**src/rtl/fifo_pkg.sv**
```systemverilog
// ------------------------------------------------------------------
// fifo_pkg: shared widths and FSM encoding for the FIFO drain path
// Rev 1.0
// ------------------------------------------------------------------
`default_nettype none

package fifo_pkg;

  localparam int DEF_DATA_WIDTH = 8;
  localparam int WORD_CNT_W     = 16;

  typedef enum logic [1:0] {
    ST_IDLE  = 2'd0,
    ST_REQ   = 2'd1,
    ST_WAIT  = 2'd2,
    ST_SHIFT = 2'd3
  } state_t;

endpackage

`default_nettype wire

```
**src/rtl/piso_shift_reg.sv**
```systemverilog
// ------------------------------------------------------------------
// piso_shift_reg: parallel-load shift register, one bit out per shift
// Rev 1.0
// ------------------------------------------------------------------
`default_nettype none

module piso_shift_reg
  import fifo_pkg::*;
#(
  parameter int DATA_WIDTH = DEF_DATA_WIDTH,
  parameter bit MSB_FIRST  = 1'b1
) (
  input  logic                  clk,
  input  logic                  rst_n,
  input  logic                  load,
  input  logic [DATA_WIDTH-1:0] load_data,
  input  logic                  shift,
  output logic                  bit_o
);

  logic [DATA_WIDTH-1:0] sr;
  logic [DATA_WIDTH-1:0] sr_shifted;

  generate
    if (MSB_FIRST) begin : g_msb_first
      assign sr_shifted = {sr[DATA_WIDTH-2:0], 1'b0};
      assign bit_o      = sr[DATA_WIDTH-1];
    end else begin : g_lsb_first
      assign sr_shifted = {1'b0, sr[DATA_WIDTH-1:1]};
      assign bit_o      = sr[0];
    end
  endgenerate

  always_ff @(posedge clk or negedge rst_n) begin
    if (!rst_n) begin
      sr <= '0;
    end else if (load) begin
      sr <= load_data;
    end else if (shift) begin
      sr <= sr_shifted;
    end
  end

endmodule

`default_nettype wire

```
**src/rtl/fifo_drain_serializer.sv**
```systemverilog
// ------------------------------------------------------------------
// fifo_drain_serializer: pops FIFO words and streams them out serially
// Rev 1.0
// ------------------------------------------------------------------
`default_nettype none

module fifo_drain_serializer
  import fifo_pkg::*;
#(
  parameter int DATA_WIDTH = DEF_DATA_WIDTH,
  parameter bit MSB_FIRST  = 1'b1
) (
  input  logic                  clk,
  input  logic                  rst_n,
  input  logic                  enable_i,
  input  logic                  empty_i,
  output logic                  rd_en_o,
  input  logic [DATA_WIDTH-1:0] fifo_data_i,
  output logic                  bit_o,
  output logic                  bit_valid_o,
  input  logic                  bit_ready_i,
  output logic                  word_start_o,
  output logic                  busy_o,
  output logic [WORD_CNT_W-1:0] word_cnt_o
);

  localparam int IDX_W = (DATA_WIDTH > 1) ? $clog2(DATA_WIDTH) : 1;
  localparam logic [IDX_W-1:0] LAST_IDX = IDX_W'(DATA_WIDTH - 1);

  state_t           state;
  state_t           state_next;
  logic [IDX_W-1:0] idx;
  logic             sr_bit;
  logic             transfer;
  logic             last_bit;
  logic             can_start;

  assign can_start = enable_i && !empty_i;
  assign transfer  = (state == ST_SHIFT) && bit_ready_i;
  assign last_bit  = (idx == LAST_IDX);

  always_ff @(posedge clk or negedge rst_n) begin
    if (!rst_n) begin
      state <= ST_IDLE;
    end else begin
      state <= state_next;
    end
  end

  always_comb begin
    state_next   = state;
    rd_en_o      = 1'b0;
    bit_valid_o  = 1'b0;
    word_start_o = 1'b0;
    busy_o       = (state != ST_IDLE);
    case (state)
      ST_IDLE: begin
        if (can_start) state_next = ST_REQ;
      end
      ST_REQ: begin
        rd_en_o    = 1'b1;
        state_next = ST_WAIT;
      end
      ST_WAIT: begin
        state_next = ST_SHIFT;
      end
      ST_SHIFT: begin
        bit_valid_o  = 1'b1;
        word_start_o = (idx == '0);
        // Chain straight into the next read so back-to-back words only lose REQ+WAIT
        if (transfer && last_bit) state_next = can_start ? ST_REQ : ST_IDLE;
      end
      default: state_next = ST_IDLE;
    endcase
  end

  // Gate with valid so the line idles low between words
  assign bit_o = bit_valid_o & sr_bit;

  always_ff @(posedge clk or negedge rst_n) begin
    if (!rst_n) begin
      idx        <= '0;
      word_cnt_o <= '0;
    end else begin
      if (state == ST_WAIT) begin
        idx <= '0;
      end else if (transfer) begin
        idx <= last_bit ? '0 : idx + 1'b1;
      end
      if (transfer && last_bit) word_cnt_o <= word_cnt_o + 1'b1;
    end
  end

  piso_shift_reg #(
    .DATA_WIDTH (DATA_WIDTH),
    .MSB_FIRST  (MSB_FIRST)
  ) u_piso (
    .clk       (clk),
    .rst_n     (rst_n),
    .load      (state == ST_WAIT),
    .load_data (fifo_data_i),
    .shift     (transfer),
    .bit_o     (sr_bit)
  );

endmodule

`default_nettype wire

```
**config.mk**
```make
export PLATFORM = sky130hd
export DESIGN_NAME = fifo_drain_serializer
export DESIGN_NICKNAME = d
export VERILOG_FILES = /design/src/rtl/fifo_pkg.sv /design/src/rtl/piso_shift_reg.sv /design/src/rtl/fifo_drain_serializer.sv
export SDC_FILE = /design/constraint.sdc
export NUM_CORES = 1
export LEC_CHECK = 0
export ABC_AREA = 0
export CORE_MARGIN = 5
export CORE_UTILIZATION = 53
export CTS_BUF_LIST = sky130_fd_sc_hd__clkbuf_16
export DETAILED_ROUTE_END_ITERATION = 6
export GPL_ROUTABILITY_DRIVEN = 0
export PLACE_DENSITY = 0.84
export SKIP_LAST_GASP = 1
export SYNTH_ARGS = -nofsm -noshare
export SYNTH_HDL_FRONTEND = slang
export SYNTH_HIERARCHICAL = 1
export SYNTH_SLANG_ARGS = --single-unit
```
**constraint.sdc**
```tcl
create_clock -name clk -period 2.5 [get_ports clk]
set_input_delay 0.375 -clock clk [delete_from_list [all_inputs] [get_ports clk]]
set_output_delay 0.375 -clock clk [all_outputs]
set_load 0.03 [all_outputs]
```
==> After elaboration in Yosys (flattened, before gate mapping) <==
Index checks and enable logic that the tools add are counted.
{ "classes": {"addsub": 2, "eq_ne": 6, "muxes": 12, "bitwise_logic": 1, "n_reduce_logical": 9} }
{ "ops": {"columns": ["cell", "n"], "rows": [
  ["$add 16x1->16 const B", 1],
  ["$mux 8", 2],
  ["$mux 3", 3],
  ["$pmux 2 s4", 1],
  ["$eq 2x2->1 const B", 2],
  ["$mux 1", 4],
  ["$mux 2", 2],
  ["$reduce_bool 2->1", 2],
  ["$add 3x1->3 const B", 1],
  ["$eq 3x3->1 const B", 1],
  ["$logic_and 1x1->1", 3],
  ["$logic_not 3->1", 1],
  ["$eq 2x1->1 const B", 1],
  ["$logic_not 2->1", 1],
  ["$ne 2x1->1 const B", 1],
  ["$ne 2x2->1 const B", 1],
  ["$reduce_and 2->1", 1],
  ["$and 1x1->1", 1],
  ["$logic_not 1->1", 1]
]} }
{ "totals": {"register_bits": 29, "output_inout_bits": 21, "wordCells": 34} }

==> Logic depth before layout (Yosys ltp) <==
{ "logic_depth": {"depth_word": 5, "mapped_depth": 6, "ltp_nobuf": 6} }

==> By module <==
The synthesis kept the hierarchy.
{ "modules_own_cells": {"columns": ["module", "n_inst", "cells_each", "area_per_inst_um2", "seq_area_each_um2"], "rows": [
  ["fifo_drain_serializer", 1, 101, 1092.3, 525.5],
  ["piso_shift_reg", 1, 34, 369.1, 200.2]
]} }

==> Worst setup path before layout <==
OpenSTA, ideal clock, no wires.
{ "synth_path": {"path_kind": "register to register", "startpoint": "register state[1]", "endpoint": "register word_cnt_o[13]", "setup_ns": 0.133, "arrival_ns": 1.542, "required_ns": 2.367, "setup_slack_ns": 0.825, "path_stages_with_launch": 6, "n_path_buf": 0, "path_cell_list": "dfrtp_1 ha_1 nand2_2 nor3_2 nand4_1 xnor2_1"} }
{ "synth_via": {"elab_chain_cells": 3} }
{ "synth_rtl": {"columns": ["element", "line", "rtl"], "rows": [
  ["start: declaration", "fifo_drain_serializer.sv:30", "state_t state;"],
  ["start signal: assignment", "fifo_drain_serializer.sv:46", "state <= state_next;"],
  ["$eq 2x2->1", "fifo_drain_serializer.sv:39", "assign transfer = (state == ST_SHIFT) && bit_ready_i;"],
  ["$logic_and 1x1->1", "fifo_drain_serializer.sv:39", null],
  ["$logic_and 1x1->1", "fifo_drain_serializer.sv:90", "if (transfer && last_bit) word_cnt_o <= word_cnt_o + 1'b1;"],
  ["end signal: assignment", "fifo_drain_serializer.sv:90", null],
  ["end: declaration", "fifo_drain_serializer.sv:24", "output logic [WORD_CNT_W-1:0] word_cnt_o"]
]} }
Every way passes these cells.
A chain may end at the register's enable or synchronous reset.

==> Final worst setup path <==
{ "layout_path": {"startpoint": "register state[1]", "endpoint": "output word_start_o"} }
{ "layout_via": {"elab_chain_cells": 2} }
{ "layout_rtl": {"columns": ["element", "line", "rtl"], "rows": [
  ["$eq 2x2->1", "fifo_drain_serializer.sv:56", "case (state)"],
  ["$mux 1", "fifo_drain_serializer.sv:56", null],
  ["end: declaration", "fifo_drain_serializer.sv:22", "output logic word_start_o,"]
]} }
Every way passes these cells.

==> results_dict.tcl <==
set metrics [dict create \
    status "finished clean" \
    combPwrFrac_pct 31.5 \
    dr_wl_met3_um 180 \
    hp-class "reg2reg" \
    drive_gt1_share_pct 10.86 \
    ys_types 27 \
    drv_cap 0 \
    cts_buffers 5 \
    cts_buffer_depth 2 \
    p_sw_mw 0.5640 \
    clkSlewWorstSetupHoldPaths_ns 0.05 \
    syn_area_um2 1461 \
    synthCells 135 \
    seq_power_share_pct 36.3 \
    worstSkewPairLatency_ns 0.27 \
    start_util_pct 53.92 \
    die_h_um 62.51 \
    fmax_mhz 446.6 \
    grtUsageTotal_pct 15.89 \
    power_density_nw_per_um2 878.3 \
    fillers 219 \
    start_kind "register" \
    area.growth.synth_to_final_pct 33.99 \
    swShare_pct 32.79 \
    max-vdd-ir-drop_mv 0.7374 \
    setup_viol 0 \
    synth_top_area_share_pct 49.66 \
    fin_skew_ns 0.001966 \
    synth_edf_count 0 \
    worst-setup-path-type "reg2out" \
    avgViaCountPerCell 5.150 \
    rsz0062_at_grt "false" \
    power_mw 1.720 \
    die_w_um 62.51 \
    wire_per_inst_um 13.15 \
    ys.warnings.count 6 \
    seq_area_frac_synth_pct 49.66 \
    final_util_pct 72.25 \
    worst_pin_slew_ns 0.5683 \
    antenna_cells 0 \
    routed_wl_um 2708 \
    grt_pass1_vias 1109 \
    gr-total-overflow 0 \
    multi_input_area_um2 686.9 \
    slew_headroom_pct 62.11 \
    cts_sinks 29 \
    cts_tree "done" \
    grt_max_degree 30 \
    fin_setup_tns_ns 0 \
    critical_path_required_ns 2.12 \
    ys_async_sr_fraction_pct 100.0 \
    met1_length_um 1148 \
    yosys_most_used_dff "dfrtp_1" \
    drc 0 \
    first_pass_iters 4 \
    cts.repair.resized 0 \
    cp.arrival_ns 1.86 \
    highest_layer "met4" \
    postCtsHoldBufs 0 \
    root_buffer "clkbuf_16" \
    die_area_um2 3908 \
    fp.coreArea_um2 2710 \
    p_int_mw 1.156 \
    io_pins 34 \
    hold_violations 0 \
    drtIter0Drc 18 \
    yosys-top-cells-area "dfrtp_1 50%, ha_1 7.7%, xnor2_1 5.4%" \
    grt_pass1_wl_um 4954 \
    ys_seq_elements 29 \
    holdWs_ns 0.4766 \
    crit_path_end_kind "primary output" \
    synth_top_area_cell "dfrtp_1" \
    ant_nets 0 \
    fin_crit_sh_pct 89.57 \
    clockPowerShare_pct 32.3 \
    hpwl_um 2042 \
    crit_fanout 8 \
    p_leak_nw 0.8782 \
    fp-row-count 19 \
    slew_viol_final 0 \
    syn_nets 157 \
    vias 1061 \
    avgSynthCellArea_um2 10.83 \
    cts-htree-levels 2 \
    post_cts_buffers 0 \
    fin_crit_ns 2.239 \
    seq_area_um2 725.7 \
    nets 196 \
    io_buffers 33 \
    antenna_found_initial 0 \
    route.met2.wl_um 1344 \
]
-- worst max-delay path, cell delays in order (launching register included) --
cell	delay, ns
dfrtp_1	0.39
ha_1	0.33
and3b_2	0.22
clkdlybuf4s50_1	0.66
-- power groups by stage --
stage          Clock [mW]  Sequential [mW]  Combinational (mW)
4_1_cts             0.573            0.625               0.547
6_report            0.555            0.624               0.541
3_3_place_gp            0            0.625               0.519
2_1_floorplan           0            0.616               0.403
5_1_grt             0.606            0.636               0.609
3_5_place_dp            0            0.633               0.542
-- logic make-up (layout without fill, tap and decap cells) --
family | after synthesis | count (layout) | share of synthesized area, %
AND/OR/NAND/NOR | 49 | 49 | 18.75
AO/OA/AOI/OAI | 16 | 16 | 5.992
multiplexers | 8 | 8 | 5.565
XOR/XNOR | 15 | 15 | 8.990
flip-flops | 29 | 29 | 49.66
buffers and inverters | 9 | 49 | 3.339
adder cells (fa/ha/maj) | 9 | 9 | 7.706
-- layout make-up --
class	instances	share of cell area, %
inverter	7	1.342
multi-input combinational	97	35.08
tap	31	1.981
timing repair buffer	34	17.25
sequential	29	37.06
clock inverter	3	0.8946
clock buffer	5	6.390
-- per-layer routing --
layer,vias to the layer above,global-route usage [%]
met1,495,17.42
met5,-,0
met3,4,6.295
li1,531,-
met4,0,5.570
met2,31,27.59
-- flip-flops by register name, indices dropped and copies added, names as in the netlist --
signal / flops
idx: 3
state: 2
u_piso/sr: 8
word_cnt_o: 16
-- per-stage QoR --
stage	instance area (um2)	cells	setup slack [ns]
2_1_floorplan	1461	135	0.8247
3_3_place_gp	1815	198	0.5871
3_5_place_dp	1815	198	0.5553
4_1_cts	1958	206	0.2499
5_1_grt	1958	206	0.1556
6_report	1958	206	0.2607
-- cells in the final DEF, fill, tap and decap left out, types with 5 or more instances in the layout --
cell              n
clkdlybuf4s50_1  33
dfrtp_1          29
nand2_1          19
xnor2_1           9
ha_1              9
nand3_1           8
inv_1             7
mux2i_1           7
o21ai_1           7
xor2_1            6
clkbuf_16         5
-- cells in the mapped netlist, types with 2 or more instances --
cell type,count
o21ai_0,3
o21ai_1,7
nor2_1,4
and3_1,2
a21oi_1,3
dfrtp_1,29
ha_1,9
buf_6,2
mux2i_1,7
nand2b_1,2
xnor2_1,9
nor3_2,4
a22oi_1,2
xor2_1,6
nand2_1,19
nand3_1,8
nand4_1,3
inv_1,7
-- path summary, 6_finish.rpt --
| path | start | to | slack [ns] | cells after the start |
|---|---|---|---|---|
| setup / recovery | state[1] | word_start_o | 0.26 | 3 |
| hold / removal | word_cnt_o[15] | word_cnt_o[15] | 0.48 | 1 |
| setup reg to reg | state[1] | u_piso/sr[6] | 0.77 | 5 |
| hold reg to reg | word_cnt_o[15] | word_cnt_o[15] | 0.48 | 1 |
| max in group asynchronous | rst_n | word_cnt_o[15] | 1.74 | 2 |
| min in group asynchronous | rst_n | word_cnt_o[2] | 0.49 | 2 |
No activity file was read; power rests on OpenSTA's default activity.
